**src/rtl/pipe_pkg.sv**
```systemverilog
// pipe_pkg: shared widths, control bit map and bubble constant for the pipeline registers
package pipe_pkg;
  localparam int ADDR_W = 5;
  localparam int WORD = 32;
  localparam int CTRL_W = 9;
  localparam int REGWRITE = 0;
  localparam int MEMTORE = 1;
  localparam int MEMREAD = 2;
  localparam int MEMWRITE = 3;
  localparam int ALUSRC = 4;
  localparam int REGDST = 5;
  localparam int BRANCH = 6;
  localparam int ALUOP_LO = 7;
  localparam int ALUOP_HI = 8;
  localparam logic [CTRL_W-1:0] BUBBLE_CTRL = '0;
endpackage

```
**src/rtl/hazard_detect.sv**
```systemverilog
// hazard_detect: load-use detector; ports ex_valid/ex_memread/ex_rt (EX load), id_valid/id_rs/id_rt/id_alusrc/id_memwrite/id_branch (ID), hold -> load_use, stall_id
module hazard_detect #(
  parameter int ADDR_W = pipe_pkg::ADDR_W
) (
  input  logic              ex_valid,
  input  logic              ex_memread,
  input  logic [ADDR_W-1:0] ex_rt,
  input  logic              id_valid,
  input  logic [ADDR_W-1:0] id_rs,
  input  logic [ADDR_W-1:0] id_rt,
  input  logic              id_alusrc,
  input  logic              id_memwrite,
  input  logic              id_branch,
  input  logic              hold,
  output logic              load_use,
  output logic              stall_id
);
  logic uses_rt;
  assign uses_rt = ~id_alusrc | id_memwrite | id_branch;
  assign load_use = ex_valid & ex_memread & (ex_rt != '0) & id_valid &
                    ((ex_rt == id_rs) | (uses_rt & (ex_rt == id_rt)));
  assign stall_id = hold | load_use;
endmodule

```
**src/rtl/id_ex_reg.sv**
```systemverilog
// id_ex_reg: ID/EX pipeline register with load-use bubble, hold and flush; ports clk, rst_n, id_* in, hold, flush, ex_* out, stall_id; HAZARD_STATS_EN adds bubble_cnt/flush_cnt
module id_ex_reg #(
  parameter int ADDR_W = pipe_pkg::ADDR_W,
  parameter int WORD = pipe_pkg::WORD,
  parameter int CTRL_W = pipe_pkg::CTRL_W
) (
  input  logic              clk,
  input  logic              rst_n,
  input  logic              id_valid,
  input  logic [WORD-1:0]   id_pc4,
  input  logic [WORD-1:0]   id_rs_data,
  input  logic [WORD-1:0]   id_rt_data,
  input  logic [WORD-1:0]   id_imm,
  input  logic [ADDR_W-1:0] id_rs,
  input  logic [ADDR_W-1:0] id_rt,
  input  logic [ADDR_W-1:0] id_rd,
  input  logic [CTRL_W-1:0] id_ctrl,
  input  logic              hold,
  input  logic              flush,
  output logic              ex_valid,
  output logic [WORD-1:0]   ex_pc4,
  output logic [WORD-1:0]   ex_rs_data,
  output logic [WORD-1:0]   ex_rt_data,
  output logic [WORD-1:0]   ex_imm,
  output logic [ADDR_W-1:0] ex_rs,
  output logic [ADDR_W-1:0] ex_rt,
  output logic [ADDR_W-1:0] ex_rd,
  output logic [CTRL_W-1:0] ex_ctrl,
`ifdef HAZARD_STATS_EN
  output logic [31:0]       bubble_cnt,
  output logic [31:0]       flush_cnt,
`endif
  output logic              stall_id
);
  import pipe_pkg::*;
  localparam int N = 1 + 4*WORD + 3*ADDR_W + CTRL_W;
  logic [N-1:0] cur, nxt;
  logic load_use;
  assign {ex_valid, ex_pc4, ex_rs_data, ex_rt_data, ex_imm, ex_rs, ex_rt, ex_rd, ex_ctrl} = cur;
  hazard_detect #(.ADDR_W(ADDR_W)) u_hd (
    .ex_valid(ex_valid), .ex_memread(ex_ctrl[MEMREAD]), .ex_rt(ex_rt),
    .id_valid(id_valid), .id_rs(id_rs), .id_rt(id_rt),
    .id_alusrc(id_ctrl[ALUSRC]), .id_memwrite(id_ctrl[MEMWRITE]), .id_branch(id_ctrl[BRANCH]),
    .hold(hold), .load_use(load_use), .stall_id(stall_id)
  );
  always_comb nxt = flush ? '0 : hold ? cur : load_use ? '0 :
    {id_valid, id_pc4, id_rs_data, id_rt_data, id_imm, id_rs, id_rt, id_rd,
     id_valid ? id_ctrl : CTRL_W'(BUBBLE_CTRL)};
  always_ff @(posedge clk or negedge rst_n)
    if (!rst_n) cur <= '0;
    else cur <= nxt;
`ifdef HAZARD_STATS_EN
  always_ff @(posedge clk or negedge rst_n)
    if (!rst_n) begin
      bubble_cnt <= '0;
      flush_cnt <= '0;
    end else begin
      bubble_cnt <= bubble_cnt + 32'(!flush && !hold && load_use);
      flush_cnt <= flush_cnt + 32'(flush);
    end
`endif
endmodule

```
**config.mk**
```make
export PLATFORM = sky130hd
export DESIGN_NAME = id_ex_reg
export DESIGN_NICKNAME = d
export VERILOG_FILES = /design/src/rtl/pipe_pkg.sv /design/src/rtl/hazard_detect.sv /design/src/rtl/id_ex_reg.sv
export SDC_FILE = /design/constraint.sdc
export NUM_CORES = 1
export LEC_CHECK = 0
export ABC_AREA = 0
export CORE_MARGIN = 5
export CORE_UTILIZATION = 50
export DETAILED_ROUTE_END_ITERATION = 10
export DONT_BUFFER_PORTS = 1
export SYNTH_ARGS = -nofsm -noshare
export SYNTH_HDL_FRONTEND = slang
export SYNTH_SLANG_ARGS = --single-unit
```
**constraint.sdc**
```tcl
create_clock -name clk -period 4.3 [get_ports clk]
set_input_delay 0.86 -clock clk [delete_from_list [all_inputs] [get_ports clk]]
set_output_delay 0.86 -clock clk [all_outputs]
set_load 0.05 [all_outputs]
```
==> impl_metrics.tcl, run 1 <==
set metrics [dict create \
    status "finished clean" \
    endpoint_kind "register" \
    hp-class "in -> async" \
    viasPerCell 6.47 \
    grt_use_total_pct 22.8 \
    cp_slowest_cell "buf_4" \
    wl_per_cell_um 24.4 \
    hpwl_um 13700 \
    switching_share_pct 34.7 \
    grt_pass1_vias 5752 \
    wl_um 21900 \
    rows 46 \
    cts_tree "yes" \
    finClkSkew_ns 0.00845 \
    critical_path.most_common_cell "buf_4" \
    die_y_um 136 \
    max-cap-violations 0 \
    finalCritPeriodShare_pct 73.1 \
    cp.required_ns 4.65 \
    postCtsSetupBuffers 0 \
    synthFlopType "dfrtp_1" \
    reg_top3 "cur: 153 flops" \
    synth_top_family_by_area "compound AO/OA/AOI/OAI gates" \
    rsz0062_at_grt "no" \
    mappedNetlistArea_um2 7940 \
    cpPeakStageDelay_ns 0.80 \
    r2r_setup_slack_ns 1.16 \
    ios 311 \
    gp_congestion 0.779 \
    drive_gt1_share_pct 8.73 \
    period_needed_ns 3.14 \
    clk_path_buf_depth 2 \
    grt_pass1_wl_um 33100 \
    largest_reg_flops 153 \
    arrival_ns 3.49 \
    cts_resized 0 \
    fin_setup_tns_ns 0 \
    ant_nets 0 \
    intPower_mw 2.73 \
    grt_max_degree 154 \
    synthSimpleGateAreaFrac_pct 12.6 \
    whs_ns 0.142 \
    drtIter0Drc 385 \
    synth-edff-count 0 \
    fmax_ghz 0.318 \
    area_growth_pct 7.71 \
    netlist_instances 719 \
    max_slew_margin_pct 38.0 \
    fill_cells 1406 \
    cts_sinks 153 \
    worstPathCellList "xor2_1 > nor4_1 > a22oi_2 > buf_4 > buf_4 > a21o_1" \
    power_density_nw_per_um2 489 \
    setup_viol 0 \
    path_max_fanout 83 \
    finalNetCount 820 \
    ctsHtreeMaxLevel 4 \
    synth_top_area_cell "dfrtp_1" \
    cts_buffers 17 \
    irDropWorstVdd_mv 0.305 \
    regMostFlops "cur" \
    ys_top_cells_by_area "dfrtp_1 (48%), a22o_1 (15%), a21o_1 (14%), and3_1 (12%), clkbuf_1 (2.8%)" \
    cp.depth 6 \
    vias 5804 \
    worstSetupStartpointType "register" \
    r2r-end "cur[42]" \
    antenna_found_initial 4 \
    pre_cts_slack_ns 1.13 \
    synth_compound_gate_area_share_pct 32.9 \
    insertion_delay_ns 0.41 \
    worst_slew_pin_slew_ns 0.931 \
    first_pass_iters 4 \
    cts-root-buf "clkbuf_16" \
    r2r-start "cur[17]" \
    synth_adder_area_share_pct 0 \
    seqPwrFrac_pct 53.3 \
    coreArea_um2 15700 \
    slew_viol_final 0 \
    power_switching_mw 1.45 \
    ys_ff_latch 153 \
    p_leak_nw 5.24 \
    drcViolationCount 0 \
    async_flop_share_pct 100 \
    synth_commonest_cells "a21o_1 (153), dfrtp_1 (153), and3_1 (152), a22o_1 (133), clkbuf_1 (59)" \
    synth_area_per_cell_um2 11.0 \
    synthMuxAreaShare_pct 0 \
    critPathLaunch "cur[17]" \
    numPortBuffers 0 \
    comb_power_share_pct 10.1 \
    hold_violations 0 \
    postCtsHoldBufs 0 \
    initial_core_util_pct 50.5 \
    crit_family "buffers and inverters" \
    globalRoute.totalOverflow 0 \
    finalWorstSetupSlack_ns 1.16 \
    seq_area_frac_synth_pct 48.2 \
    reg2reg_depth 6 \
    synthDistinctLibCells 25 \
    dieArea_um2 18500 \
    clk_pin_slew_worst_paths_ns 0.06 \
    die_w_um 136 \
    ys_warn_count 0 \
    synth_nets 876 \
    critical_path_class "reg -> reg" \
    synth_xor_area_share_pct 1.10 \
    power_frac_clock_pct 36.6 \
    path_buf_inv 2 \
    synth_top_cell_area_share_pct 48.2 \
]
## power groups by stage
| stage | combinational (mW) | sequential, mW | clock, mW |
|---|---|---|---|
| final | 0.422 | 2.23 | 1.53 |
| after CTS | 0.425 | 2.23 | 1.57 |
| after global placement | 0.405 | 2.26 | 0 |
| after detailed placement | 0.422 | 2.26 | 0 |
| after floorplan | 0.367 | 2.20 | 0 |
| after global routing | 0.466 | 2.25 | 1.63 |
## final cells by class
type,count,area (um2),share of cell area [%]
sequential,153,3830,44.8
clock buffer,21,460,5.39
inverter,2,8.76,0.102
timing repair buffer,9,92.6,1.08
multi-input combinational,480,3730,43.6
tap,216,270,3.16
clock inverter,11,145,1.70
antenna,5,12.5,0.146
## worst max path at each step
| stage | end | slack, ns |
|---|---|---|
| 5_1_grt | cur[12] | 1.01 |
| 4_1_cts | stall_id | 1.14 |
| 6_report | cur[42] | 1.16 |
| 3_3_place_gp | cur[152] | 1.17 |
| 2_1_floorplan | stall_id | 0.63 |
| 3_5_place_dp | cur[136] | 1.13 |
## per-stage QoR
| stage | power [mW] | utilization, % | std cells | instance area (um2) |
|---|---|---|---|---|
| 2_1_floorplan | 2.56 | - | 719 | 7940 |
| 3_3_place_gp | 2.66 | 50.5 | 860 | 7930 |
| 3_5_place_dp | 2.68 | 50.5 | 860 | 7930 |
| 4_1_cts | 4.22 | 54.3 | 892 | 8530 |
| 5_1_grt | 4.34 | 54.4 | 896 | 8540 |
| 6_report | 4.18 | 54.4 | 897 | 8550 |
## logic make-up after synthesis
logic type	after synthesis
XOR/XNOR	10
flip-flops	153
buffers and inverters	86
AO/OA/AOI/OAI	309
AND/OR/NAND/NOR	161
## layout by cell type (no fill, tap or decap), types with 2 or more instances in the layout
cell / netlist / routed
a21o_1: 153 / 153
a22o_1: 133 / 133
a22o_2: 5 / 5
a22o_4: 10 / 10
a32o_1: 5 / 5
and3_1: 152 / 152
buf_12: 0 / 2
buf_4: 2 / 7
bufinv_16: 0 / 3
clkbuf_1: 59 / 2
clkbuf_16: 0 / 17
clkbuf_8: 0 / 2
clkinv_2: 0 / 4
clkinvlp_4: 0 / 3
dfrtp_1: 153 / 153
diode_2: 0 / 5
nor2_1: 3 / 2
xor2_1: 10 / 10
## per-layer routing
metal  track usage [%]  share of wire [%]
met2              36.4                 48
met3              9.47                 11
met4              8.12                2.3
met1              27.8                 38
met5                 0                  0
(Power assumes the default switching activity.)
==> run 2, diff against run 1 <==
- clock period: 4.3 -> 3.17 ns (I/O delays scaled with it)
==> impl_metrics.tcl, run 2 (synthesis results as in run 1) <==
set metrics [dict create \
    vias 5872 \
    cp.required_ns 2.54 \
    hpwl_um 13900 \
    r2r_setup_slack_ns 0.77 \
    viasPerCell 6.51 \
    initial_core_util_pct 50.5 \
    rsz0062_at_grt "no" \
    status "finished with violations" \
    ant_nets 0 \
    finalCritPeriodShare_pct 85.8 \
    grt_max_degree 154 \
    die_y_um 136 \
    critPathLaunch "cur[18]" \
    arrival_ns 2.09 \
    irDropWorstVdd_mv 0.348 \
    worst_slew_pin_slew_ns 0.722 \
    period_needed_ns 2.72 \
    slew_viol_final 0 \
    worstSetupStartpointType "register" \
    endpoint_kind "output port" \
    fill_cells 1392 \
    finalNetCount 827 \
    die_w_um 136 \
    power_density_nw_per_um2 657 \
    violations "negative hold slack" \
    critical_path_class "reg -> out" \
    globalRoute.totalOverflow 0 \
    drtIter0Drc 428 \
    p_leak_nw 5.29 \
    cts-root-buf "clkbuf_16" \
    hp-class "in -> async" \
    wl_um 22000 \
    placedCellCount 867 \
    cts_tree "yes" \
    clk_pin_slew_worst_paths_ns 0.06 \
    ctsHtreeMaxLevel 4 \
    numPortBuffers 0 \
    hold_violations 153 \
    r2r-start "cur[18]" \
    grt_pass1_vias 5873 \
    largest_reg_flops 153 \
    ios 311 \
    final_cells 902 \
    antenna_found_initial 5 \
    path_max_fanout 3 \
    dieArea_um2 18500 \
    cts_buffers 17 \
    drive_gt1_share_pct 9.41 \
    max_slew_margin_pct 51.9 \
    setup_viol 0 \
    fin_setup_tns_ns 0 \
    drcViolationCount 0 \
    finClkSkew_ns 0.00781 \
    coreArea_um2 15700 \
    insertion_delay_ns 0.41 \
    first_pass_iters 4 \
    wl_per_cell_um 24.4 \
    area_growth_pct 8.39 \
    grt_pass1_wl_um 33200 \
    cts_sinks 153 \
    clk_path_buf_depth 2 \
    grt_use_total_pct 22.8 \
    whs_ns -0.0894 \
    max-cap-violations 0 \
    fmax_ghz 0.368 \
    rows 46 \
    reg_top3 "cur: 153 flops" \
    cts_resized 0 \
    postCtsSetupBuffers 0 \
    regMostFlops "cur" \
    final_cell_mix "a21o_1 (153), dfrtp_1 (153), and3_1 (152)" \
    gp_congestion 0.795 \
]
## run 2: cell type report
class | count | area, um2 | area share [%]
diodes | 6 | 15.0 | 0.175
multi-input cells | 480 | 3730 | 43.4
clock inverters | 8 | 121 | 1.41
well taps | 216 | 270 | 3.14
clock buffers | 21 | 470 | 5.47
inverters | 2 | 8.76 | 0.102
flip-flops and latches | 153 | 3830 | 44.5
repair buffers | 16 | 158 | 1.83
## run 2: report_power, final
group / internal [mW] / leakage, nW / switching [mW] / total [mW]
logic: 0.300 / 3.04 / 0.319 / 0.619
registers: 2.13 / 1.96 / 0.857 / 2.99
clock network: 1.28 / 0.291 / 0.757 / 2.04
## run 2: through the flow
step           hold slack (ns)  power [mW]  setup WS [ns]  instance area (um2)  utilization, %
6_report               -0.0894        5.65          0.449                 8600            54.7
5_1_grt                 -0.112        5.85          0.380                 8600            54.7
4_1_cts                 -0.111        5.71          0.432                 8590            54.6
3_5_place_dp             0.342        3.65          0.728                 7990            50.9
3_3_place_gp             0.342        3.62          0.773                 7990            50.9
2_1_floorplan            0.338        3.48          0.278                 7940               -
## run 2: path summary, 6_finish.rpt
check,end,depth (start not counted)
max in group asynchronous,cur[106],0
min,cur[35],0
max,stall_id,5
max reg2reg,cur[132],6
min reg2reg,cur[18],2
min in group clk,cur[15],2
## run 2: metal layers
layer	global-route usage, %	wire, um
met1	27.1	8400
met2	37.0	10800
met3	9.62	2300
met4	8.79	527
met5	0	13
## run 2: critical path, stage by stage, from the launching register on
cell       delay, ns
dfrtp_1         0.40
buf_4           0.21
or4_1           0.48
o2111ai_4       0.26
o21ai_1         0.11
buf_4           0.22
